==> config.mk <==
export PLATFORM = sky130hd
export DESIGN_NAME = ram_arbiter
export DESIGN_NICKNAME = d
export VERILOG_FILES = /design/src/rtl/ram_arbiter.sv
export SDC_FILE = /design/constraint.sdc
export NUM_CORES = 1
export LEC_CHECK = 0
export CAP_MARGIN = 20
export CORE_ASPECT_RATIO = 1.75
export CORE_UTILIZATION = 40
export DETAILED_ROUTE_END_ITERATION = 12
export GPL_ROUTABILITY_DRIVEN = 0
export PLACE_DENSITY = 0.92
export SETUP_SLACK_MARGIN = 0.2
export SYNTH_ARGS = -nofsm -noshare
export SYNTH_HDL_FRONTEND = slang
export SYNTH_SLANG_ARGS = --single-unit
==> constraint.sdc <==
create_clock -name i_clk -period 2 [get_ports i_clk]
set_input_delay 0.4 -clock i_clk [delete_from_list [all_inputs] [get_ports i_clk]]
set_output_delay 0.4 -clock i_clk [all_outputs]
set_load 0.02 [all_outputs]
==> src/rtl/ram_arbiter.sv <==
// Two-port round-robin arbiter in front of a single-port RAM with a registered read port.
// Each access takes IDLE -> ACCESS -> RESP; all outputs are registered.
module ram_arbiter (
    input  logic        i_clk,
    input  logic        i_reset,
    input  logic        i_req_0,
    input  logic        i_req_1,
    input  logic        i_we_0,
    input  logic        i_we_1,
    input  logic [15:0] i_addr_0,
    input  logic [15:0] i_addr_1,
    input  logic [31:0] i_wdata_0,
    input  logic [31:0] i_wdata_1,
    output logic        o_gnt_0,
    output logic        o_gnt_1,
    output logic        o_done_0,
    output logic        o_done_1,
    output logic [31:0] o_rdata_0,
    output logic [31:0] o_rdata_1,
    output logic [15:0] o_ram_addr,
    output logic [31:0] o_ram_wdata,
    output logic        o_ram_set,
    input  logic [31:0] i_ram_rdata,
    output logic        o_busy
);

    typedef enum logic [1:0] {
        IDLE,
        ACCESS,
        RESP
    } state_t;

    state_t      state;
    logic        rr;
    logic        lat_idx;
    logic        lat_we;

    logic        win_idx;
    logic        sel_we;
    logic [15:0] sel_addr;
    logic [31:0] sel_wdata;

    // On a tie the port that was not granted last wins; rr holds the last winner.
    always_comb begin
        win_idx   = (i_req_0 && i_req_1) ? ~rr : i_req_1;
        sel_we    = win_idx ? i_we_1    : i_we_0;
        sel_addr  = win_idx ? i_addr_1  : i_addr_0;
        sel_wdata = win_idx ? i_wdata_1 : i_wdata_0;
    end

    // o_ram_addr / o_ram_wdata double as the latched address and data registers.
    always_ff @(posedge i_clk or negedge i_reset) begin
        if (!i_reset) begin
            state       <= IDLE;
            rr          <= 1'b1;
            lat_idx     <= 1'b0;
            lat_we      <= 1'b0;
            o_gnt_0     <= 1'b0;
            o_gnt_1     <= 1'b0;
            o_done_0    <= 1'b0;
            o_done_1    <= 1'b0;
            o_rdata_0   <= '0;
            o_rdata_1   <= '0;
            o_ram_addr  <= '0;
            o_ram_wdata <= '0;
            o_ram_set   <= 1'b0;
            o_busy      <= 1'b0;
        end else begin
            o_gnt_0   <= 1'b0;
            o_gnt_1   <= 1'b0;
            o_done_0  <= 1'b0;
            o_done_1  <= 1'b0;
            o_ram_set <= 1'b0;
            case (state)
                IDLE: begin
                    if (i_req_0 || i_req_1) begin
                        state       <= ACCESS;
                        o_busy      <= 1'b1;
                        lat_idx     <= win_idx;
                        lat_we      <= sel_we;
                        rr          <= win_idx;
                        o_ram_addr  <= sel_addr;
                        o_ram_wdata <= sel_wdata;
                        o_ram_set   <= sel_we;
                        o_gnt_0     <= ~win_idx;
                        o_gnt_1     <= win_idx;
                    end
                end
                ACCESS: begin
                    state <= RESP;
                end
                RESP: begin
                    state  <= IDLE;
                    o_busy <= 1'b0;
                    if (lat_idx) begin
                        o_done_1 <= 1'b1;
                        if (!lat_we) o_rdata_1 <= i_ram_rdata;
                    end else begin
                        o_done_0 <= 1'b1;
                        if (!lat_we) o_rdata_0 <= i_ram_rdata;
                    end
                end
                default: begin
                    state  <= IDLE;
                    o_busy <= 1'b0;
                end
            endcase
        end
    end

endmodule
# --- Word level (Yosys, flattened, before mapping) ---
# Index checks and enable logic that the tools add are counted.
totals:
  output_inout_bits: 118
  reg_bits: 123
  inputBits: 134
  elab_cells: 47
classes:
  bitwise_logic: 5
  n_mux: 18
  n_eq_ne: 3
  reduce_logical: 7
ops:
  columns: ["op", "count"]
  rows:
  - ["$mux 32", 1]
  - ["$mux 16", 1]
  - ["$mux 1", 13]
  - ["$reduce_and 3->1", 2]
  - ["$not 1->1", 5]
  - ["$pmux 2 s2", 1]
  - ["$reduce_and 2->1", 2]
  - ["$eq 2x1->1 const B", 1]
  - ["$eq 2x2->1 const B", 1]
  - ["$logic_not 2->1", 1]
  - ["$mux 2", 1]
  - ["$ne 2x2->1 const B", 1]
  - ["$pmux 1 s2", 1]
  - ["$logic_and 1x1->1", 1]
  - ["$logic_or 1x1->1", 1]

# --- Longest topological paths before layout ---
# Gate-level depths: netlist of the first run.
depth:
  depth_word: 5
  ltp_mapped: 6
  depth_no_buf: 3

# --- Least setup slack after synthesis of the first run ---
# OpenSTA, ideal clock, no wires.
synth_timing:
  path_kind: "register to register"
  start: "register state[0]"
  end: "register o_rdata_0[12]"
  required_time_ns: 1.875
  path_slack_ns: 0.497
  stages_incl_launch_ff: 5
  n_path_buf: 1
  setup_ns: 0.125
  synth_period_minus_slack_ns: 1.503
  arrival_time_ns: 1.378
  path_cell_list: "dfrtp_1 nand2b_1 nor3_2 buf_2 mux2_2"
synth_between:
  elab_chain_len: 2
synth_lines:
  columns: ["item", "line", "text"]
  rows:
  - ["start: declaration", "33", "state_t state;"]
  - ["start signal: assignment", "54", "state <= IDLE;"]
  - ["start signal: assignment", "77", "state <= ACCESS;"]
  - ["start signal: assignment", "90", "state <= RESP;"]
  - ["$eq 2x2->1", "74", "case (state)"]
  - ["$reduce_and 3->1 (no line)", null, null]
  - ["end signal: assignment", "100", "if (!lat_we) o_rdata_0 <= i_ram_rdata;"]
  - ["end: declaration", "18", "output logic [31:0] o_rdata_0,"]
# Every way passes these cells.
# A chain may end at the register's enable or synchronous reset.

# --- Final worst setup path of the first run ---
layout_timing:
  start: "register o_ram_wdata[14]"
  end: "output port o_ram_wdata[14]"
layout_lines:
  columns: ["item", "line", "text"]
  rows:
  - ["start: declaration", "21", "output logic [31:0] o_ram_wdata,"]
  - ["start signal: assignment", "83", "o_ram_wdata <= sel_wdata;"]
# No word-level cell between the ends.

==> results of run 1 <==
registers in the layout, summed over array words and instances, names as in the netlist:
register,count
o_rdata_1,32
o_ram_set,1
state,2
o_busy,1
o_done_1,1
rr,1
o_done_0,1
o_gnt_1,1
o_gnt_0,1
o_ram_wdata,32
o_ram_addr,16
o_rdata_0,32
lat_idx,1
lat_we,1
layer usage:
layer,track usage,routed length (µm)
met1,0.241,5090
met2,0.414,7940
met3,0.0599,722
met5,0,0
met4,0.101,470
where the power goes:
group | internal, mW | total [mW] | switching [mW] | leakage (nW)
logic | 3.48 | 6.75 | 3.27 | 2.43
registers | 3.73 | 4.42 | 0.688 | 1.50
clock network | 1.89 | 2.89 | 0.998 | 0.281
total | 9.11 | 14.1 | 4.96 | 4.21
stage by stage:
step | hold slack, ns | total power [mW] | cells | area, µm² | util
3_5_place_dp | 0.478 | 11.5 | 733 | 7680 | 0.640
6_report | 0.0777 | 14.1 | 764 | 8400 | 0.700
3_3_place_gp | 0.467 | 11.2 | 733 | 7680 | 0.640
4_1_cts | 0.126 | 14.3 | 764 | 8230 | 0.686
2_1_floorplan | 0.104 | 8.05 | 334 | 4910 | -
5_1_grt | 0.142 | 14.8 | 764 | 8400 | 0.700
cells in the mapped netlist, drive strengths merged:
master | n | area [µm²]
o21ai | 2 | 10.0
nor2b | 1 | 6.26
o21a | 48 | 360
buf | 14 | 75.1
dfstp | 1 | 26.3
a221o | 49 | 490
and3 | 2 | 12.5
nand2 | 1 | 3.75
or2 | 1 | 6.26
inv | 3 | 11.3
nand2b | 2 | 12.5
nor2 | 4 | 15.0
a21o | 3 | 22.5
clkbuf | 14 | 52.6
nor3 | 2 | 20.0
dfrtp | 122 | 3050
mux2 | 64 | 721
and4 | 1 | 8.76
what timing repair did:
action | 4_1_cts | 5_1_grt
pin swaps | 0 | 0
endpoints found under the setup margin | 14 | 67
gates resized for setup | 14 | 67
logic make-up (layout without fill, tap and decap cells):
group | Yosys count | in the layout | share of synthesized area
AOI/OAI and AO/OA | 102 | 102 | 0.180
buffers and inverters | 31 | 296 | 0.0283
DFF | 123 | 123 | 0.627
muxes | 64 | 64 | 0.147
and+or+nand+nor | 14 | 14 | 0.0173
layout make-up:
type	count	area, µm²	share of cell area
Timing Repair Buffer	262	2820	0.335
Multi-Input combinational cell	180	1710	0.204
Sequential cell	123	3080	0.366
Inverter	3	11.3	0.00134
Tap cell	165	206	0.0246
Clock buffer	25	515	0.0614
Clock inverter	6	60.1	0.00715
how the worst max path moves through the flow:
stage                    start         endpoint  slack [ns]  depth (start not counted)
4_1_cts         o_ram_addr[15]   o_ram_addr[15]        0.20                          1
3_5_place_dp           i_req_1   o_ram_wdata[9]        0.06                          5
2_1_floorplan         state[0]    o_rdata_0[12]        0.50                          4
6_report       o_ram_wdata[14]  o_ram_wdata[14]        0.23                          1
5_1_grt          o_rdata_1[14]    o_rdata_1[14]        0.20                          1
3_3_place_gp           i_req_0  o_ram_wdata[29]         0.1                          5
==> results.toml, run 1 <==
[finish]
layout_common_cells = "clkdlybuf4s50_1, dfrtp_1, dlymetal6s2s_1, mux2_2, a221o_1"
nNetsFinal = 721
drive_gt1_frac = 0.179
mostFrequentLayoutCell = "clkdlybuf4s50_1"
fillers = 844
antenna_cells = 0
area_growth_syn_to_layout_pct = 71.2

[synth]
syn_area_um2 = 4910
synth_nets = 468
postSynthAreaPerCell_um2 = 14.7
syn-instance-count = 334
yosysWarningCount = 0
yosysSeqAreaShare = 0.627
synth-seq-cells = 123
synth_cell_types = 21

[floorplanning]
ioPinCount = 252
dieArea_um2 = 12700
core_area_um2 = 12000
start_util = 0.409
num_rows = 53
die_w_um = 85.7
die_y_um = 149

[sta]
fmax_ghz = 0.565
slew_viol_final = 0
hold_violations = 0
finalCritPeriodShare = 0.885
setup_tns_ns = 0
worst_slack_ns = 0.230
rsz0062_at_grt = "false"
fin_crit_ns = 1.77
worst_pin_slew_ns = 0.666
finalSetupViolCount = 0
fin_skew_ns = 0.00808
slew_headroom = 0.556

[grt]
grt_pass1_vias = 4289
antenna_found_initial = 0
grt_max_degree = 124
grt-ovfl-total = 0
grt_util_all_layers = 0.227
grt_pass1_wl_um = 21900

[critical_path]
cp.required_ns = 1.60
path_class = "register to output port"
cp_num_buf_inv = 1
cpMaxStageDelayCell = "clkdlybuf4s50_1"
cp_slowest_stage_delay_ns = 0.62
end_kind = "output port"
r2r_cells = 4
reg2reg_slack_ns = 0.41
cp_top_family = "buffers and inverters"
timing.rr.end = "o_rdata_0[19]"
cp_cell_sequence = "clkdlybuf4s50_1"
path_max_fanout = 2
crit_arrival_ns = 1.37
regToRegStartpoint = "state[0]"
cp-start-kind = "register"

[clock_tree]
cts_setup_buffers = 0
cts_sinks = 123
cts_tree = "yes"
htreeDepth = 4
path_clk_slew_ns = 0.05
cts_root_buf = "clkbuf_16"
cts_inserted_buffers = 17
clk_latency_ns = 0.40
postCtsHoldBufs = 0
cts_buffer_depth = 2

[placement]
dpl.hpwl_um = 10400
io_buffer_count = 251
pre_cts_slack_ns = 0.0552

[pwr]
ir_drop_uv = 838
p_leak_nw = 4.21
powerDensity_nw_per_um2 = 1670

[outcome]
run_status = "finished clean"

[hold_path]
hold_class = "input port to async pin"

[route]
vias = 3974
via_per_inst = 5.20
drtPass1Iterations = 5
routedWlPerCell_um = 18.6
drt-initial-drc-count = 153
antenna_left = 0
post-route-drc-count = 0
routed_wl_um = 14200

[run]
maxCapViolations = 0
No activity file was read; power rests on OpenSTA's default activity.
==> inputs of run 2 (changes only) <==
Settings changed: CORE_MARGIN from default to 2.
==> run 2 against run 1 <==
Against the previous run: non-clock buffer count up 3; global-route usage about the same; fmax rose by 0.19%; sequential cell count unchanged; hold slack improved by 0.022 ns; sequential share of layout area is essentially flat; clock power grew 11%; largest power group unchanged.
==> results.toml, run 2 (synthesis results as in run 1) <==
[clock_tree]
cts_setup_buffers = 0
htreeDepth = 4
cts_sinks = 123
path_clk_slew_ns = 0.05
clk_latency_ns = 0.41
postCtsHoldBufs = 0
cts_buffer_depth = 2
cts_tree = "yes"
cts_root_buf = "clkbuf_16"
cts_inserted_buffers = 17

[critical_path]
end_kind = "output port"
path_class = "register to output port"
timing.rr.end = "o_rdata_0[17]"
cp_slowest_stage_delay_ns = 0.61
cp_cell_sequence = "clkdlybuf4s50_1"
cp_num_buf_inv = 1
reg2reg_slack_ns = 0.39
cp_top_family = "buffers and inverters"
r2r_cells = 4
path_max_fanout = 2
crit_arrival_ns = 1.37
cp-start-kind = "register"
cp.required_ns = 1.60
cpMaxStageDelayCell = "clkdlybuf4s50_1"
regToRegStartpoint = "state[0]"

[pwr]
internal-power_mw = 9.19
p_comb_frac = 0.465
clockPowerShare = 0.225
switchingPower_mw = 5.09
ir_drop_uv = 780
p_seq_frac = 0.309
powerDensity_nw_per_um2 = 1700
switching_share = 0.356
p_leak_nw = 4.14

[sta]
finalCritPeriodShare = 0.883
finalSetupViolCount = 0
hold_violations = 0
slew_viol_final = 0
fin_skew_ns = 0.00754
worst_slack_ns = 0.233
worst_pin_slew_ns = 0.632
setup_tns_ns = 0
slew_headroom = 0.579
fmax_ghz = 0.566
rsz0062_at_grt = "false"
fin_crit_ns = 1.77

[placement]
dpl.hpwl_um = 10600
io_buffer_count = 251
pre_cts_slack_ns = 0.0203

[finish]
top_regs = "o_ram_wdata: 32 flops, o_rdata_0: 32 flops, o_rdata_1: 32 flops"
nNetsFinal = 724
drive_gt1_frac = 0.187
layout_common_cells = "clkdlybuf4s50_1, dfrtp_1, mux2_2, dlymetal6s2s_1, a221o_1"
antenna_cells = 0
area_growth_syn_to_layout_pct = 71.0
mostFrequentLayoutCell = "clkdlybuf4s50_1"

[route]
post-route-drc-count = 0
drt-initial-drc-count = 160
drtPass1Iterations = 4
routed_wl_um = 14800
vias = 4052
routedWlPerCell_um = 19.3
antenna_left = 0
via_per_inst = 5.28

[grt]
grt_pass1_wl_um = 22700
grt-ovfl-total = 0
antenna_found_initial = 0
grt_pass1_vias = 4472
grt_max_degree = 124
grt_util_all_layers = 0.227

[run]
maxCapViolations = 0

[floorplanning]
dieArea_um2 = 13200
die_w_um = 87.7
num_rows = 53
core_area_um2 = 12000
die_y_um = 151
start_util = 0.409
ioPinCount = 252

[hold_path]
hold_class = "input port to async pin"

[outcome]
run_status = "finished clean"
==> run 2: per-layer routing <==
| layer | vias to the layer above | GRT usage | share of wire |
|---|---|---|---|
| li1 | 1783 | - | - |
| met1 | 2013 | 0.239 | 0.35 |
| met2 | 205 | 0.398 | 0.55 |
| met3 | 51 | 0.0609 | 0.058 |
| met4 | 0 | 0.125 | 0.044 |
| met5 | - | 0 | 0 |
==> run 2: what timing repair did <==
action | in CTS | in global routing
gates resized for setup | 45 | 51
gates cloned | 0 | 0
endpoints found under the setup margin | 45 | 51
pin swaps | 0 | 0
endpoints found under the hold margin | 0 | 0
==> run 2: worst max path at each step <==
stage	slack, ns	endpoint	cells past startpoint	startpoint
after global routing	0.20	o_rdata_1[29]	1	o_rdata_1[29]
after global placement	0.08	o_ram_addr[5]	5	i_req_0
after floorplan	0.50	o_rdata_0[12]	4	state[0]
final	0.23	o_rdata_0[14]	1	o_rdata_0[14]
after CTS	0.20	o_ram_wdata[27]	1	o_ram_wdata[27]
after detailed placement	0.02	o_ram_wdata[22]	5	i_req_0
==> run 2: stage by stage <==
stage	hold WS [ns]	std cells	power [mW]	util	instance area [µm²]
detailed placement	0.479	736	11.5	0.640	7690
CTS	0.109	768	14.5	0.688	8260
finish	0.0993	768	14.3	0.699	8390
floorplan	0.104	334	8.05	-	4910
global placement	0.470	736	11.2	0.640	7690
global route	0.120	768	15.0	0.699	8390
==> run 2: layout make-up <==
| class | count | area (µm²) |
|---|---|---|
| Fill cell | 830 | 3610 |
| Sequential cell | 123 | 3080 |
| Timing Repair Buffer | 265 | 2750 |
| Multi-Input combinational cell | 180 | 1710 |
| Clock buffer | 23 | 498 |
| Tap cell | 165 | 206 |
| Clock inverter | 9 | 135 |
| Inverter | 3 | 11.3 |
==> run 2: power groups by stage <==
stage	registers (mW)	clock network [mW]	logic, mW
final	4.42	3.22	6.64
after global placement	4.42	0	6.83
after CTS	4.44	3.27	6.79
after floorplan	5.80	0	2.26
after global routing	4.55	3.38	7.03
after detailed placement	4.46	0	7.08
==> inputs of run 3 (changes only) <==
Settings changed: MAX_ROUTING_LAYER from default to met4.
==> run 3 against run 2 <==
Against the previous run: final cell count unchanged; fmax down 0.17%; first-iteration DRC count down 14%; cell area down 0.21%; setup slack worse by 0.0030 ns; combinational power about the same; largest power group unchanged; non-clock buffer count unchanged; clock power about the same.
==> results.toml, run 3 (synthesis results as in run 1) <==
[outcome]
run_status = "finished clean"

[sta]
fin_skew_ns = 0.00798
hold_violations = 0
worst_pin_slew_ns = 0.640
finalSetupViolCount = 0
timing.hold.ws_ns = 0.0723
fin_crit_ns = 1.77
slew_headroom = 0.573
finalCritPeriodShare = 0.885
slew_viol_final = 0
setup_tns_ns = 0
rsz0062_at_grt = "false"
fmax_ghz = 0.565

[clock_tree]
clk_latency_ns = 0.41
cts_setup_buffers = 0
cts_buffer_depth = 2
postCtsHoldBufs = 0
cts_tree = "yes"
cts_root_buf = "clkbuf_16"
path_clk_slew_ns = 0.05
htreeDepth = 4
cts_sinks = 123
cts_inserted_buffers = 17

[grt]
grt_use_met2 = 0.399
grt_pass1_wl_um = 22700
grt_max_degree = 124
antenna_found_initial = 0
busiest_layer = "met2"
grt_pass1_vias = 4481
grt_util_all_layers = 0.233
grt_use_met3 = 0.0488
met1_usage = 0.245
grt-ovfl-total = 0

[finish]
mostFrequentLayoutCell = "clkdlybuf4s50_1"
layout_common_cells = "clkdlybuf4s50_1, dfrtp_1, mux2_2, a221o_1, o21a_1"
final_cells = 768
register_area_um2 = 3080
fillers = 835
antenna_cells = 0
area_growth_syn_to_layout_pct = 70.6
drive_gt1_frac = 0.187
nNetsFinal = 724
design_area_um2 = 8370
multi_input_area_um2 = 1710
top_regs = "o_ram_wdata: 32 flops, o_rdata_0: 32 flops, o_rdata_1: 32 flops"

[hold_path]
hold_class = "input port to async pin"

[critical_path]
cp_cell_sequence = "clkdlybuf4s50_1"
cp_num_buf_inv = 1
r2r_cells = 4
cp.required_ns = 1.60
crit_arrival_ns = 1.37
path_max_fanout = 2
cp-start-kind = "register"
cp.depth = 1
cp_top_family = "buffers and inverters"
cp_slowest_stage_delay_ns = 0.61
path_class = "register to output port"
end_kind = "output port"
cpMaxStageDelayCell = "clkdlybuf4s50_1"

[pwr]
ir_drop_uv = 781
powerDensity_nw_per_um2 = 1710
p_leak_nw = 4.07

[run]
maxCapViolations = 0

[route]
antenna_left = 0
routedWlPerCell_um = 19.3
vias = 4021
drt-initial-drc-count = 137
post-route-drc-count = 0
routed_wl_um = 14800
drtPass1Iterations = 4
via_per_inst = 5.24

[placement]
io_buffer_count = 251
place_area_um2 = 7690
dp.cells = 736
dpl.hpwl_um = 10600

[floorplanning]
start_util = 0.409
ioPinCount = 252
dieArea_um2 = 13200
core_area_um2 = 12000
die_w_um = 87.7
die_y_um = 151
num_rows = 53
## run 3: power breakdown
group	total, mW	internal, mW	switching, mW
clock network	3.21	2.13	1.09
registers	4.42	3.73	0.690
logic	6.66	3.34	3.31
total	14.3	9.20	5.09
## run 3: metrics by stage
| stage | power, mW | util | setup WS (ns) |
|---|---|---|---|
| finish | 14.3 | 0.698 | 0.230 |
| global route | 15.0 | 0.698 | 0.185 |
| CTS | 14.5 | 0.688 | 0.201 |
| detailed placement | 11.5 | 0.640 | 0.0203 |
| global placement | 11.2 | 0.640 | 0.0823 |
| floorplan | 8.05 | - | 0.497 |
## run 3: layer usage
layer,part of all wire,vias to the layer above
li1,-,1782
met1,0.35,1991
met2,0.55,201
met3,0.053,47
met4,0.045,0
met5,0,-
## run 3: cell type report
| class | instances | share of cell area |
|---|---|---|
| tap | 165 | 0.0247 |
| clock buffer | 23 | 0.0595 |
| clock inverter | 9 | 0.0161 |
| multi-input combinational | 180 | 0.204 |
| sequential | 123 | 0.368 |
| timing repair buffer | 265 | 0.326 |
| inverter | 3 | 0.00134 |
## run 3: what timing repair did
item	4_1_cts	5_1_grt
endpoints found under the hold margin	0	0
endpoints found under the setup margin	45	44
resized for setup	45	44
## run 3: final timing paths
| check | startpoint | end | slack [ns] |
|---|---|---|---|
| setup / recovery | o_rdata_0[14] | o_rdata_0[14] | 0.23 |
| hold / removal | i_reset | o_rdata_0[14] | 0.07 |
| setup reg to reg | state[0] | o_rdata_0[17] | 0.39 |
| hold reg to reg | state[1] | state[1] | 0.49 |
| max in group asynchronous | i_reset | o_ram_addr[1] | 1.45 |
| min in group i_clk | state[1] | state[1] | 0.49 |
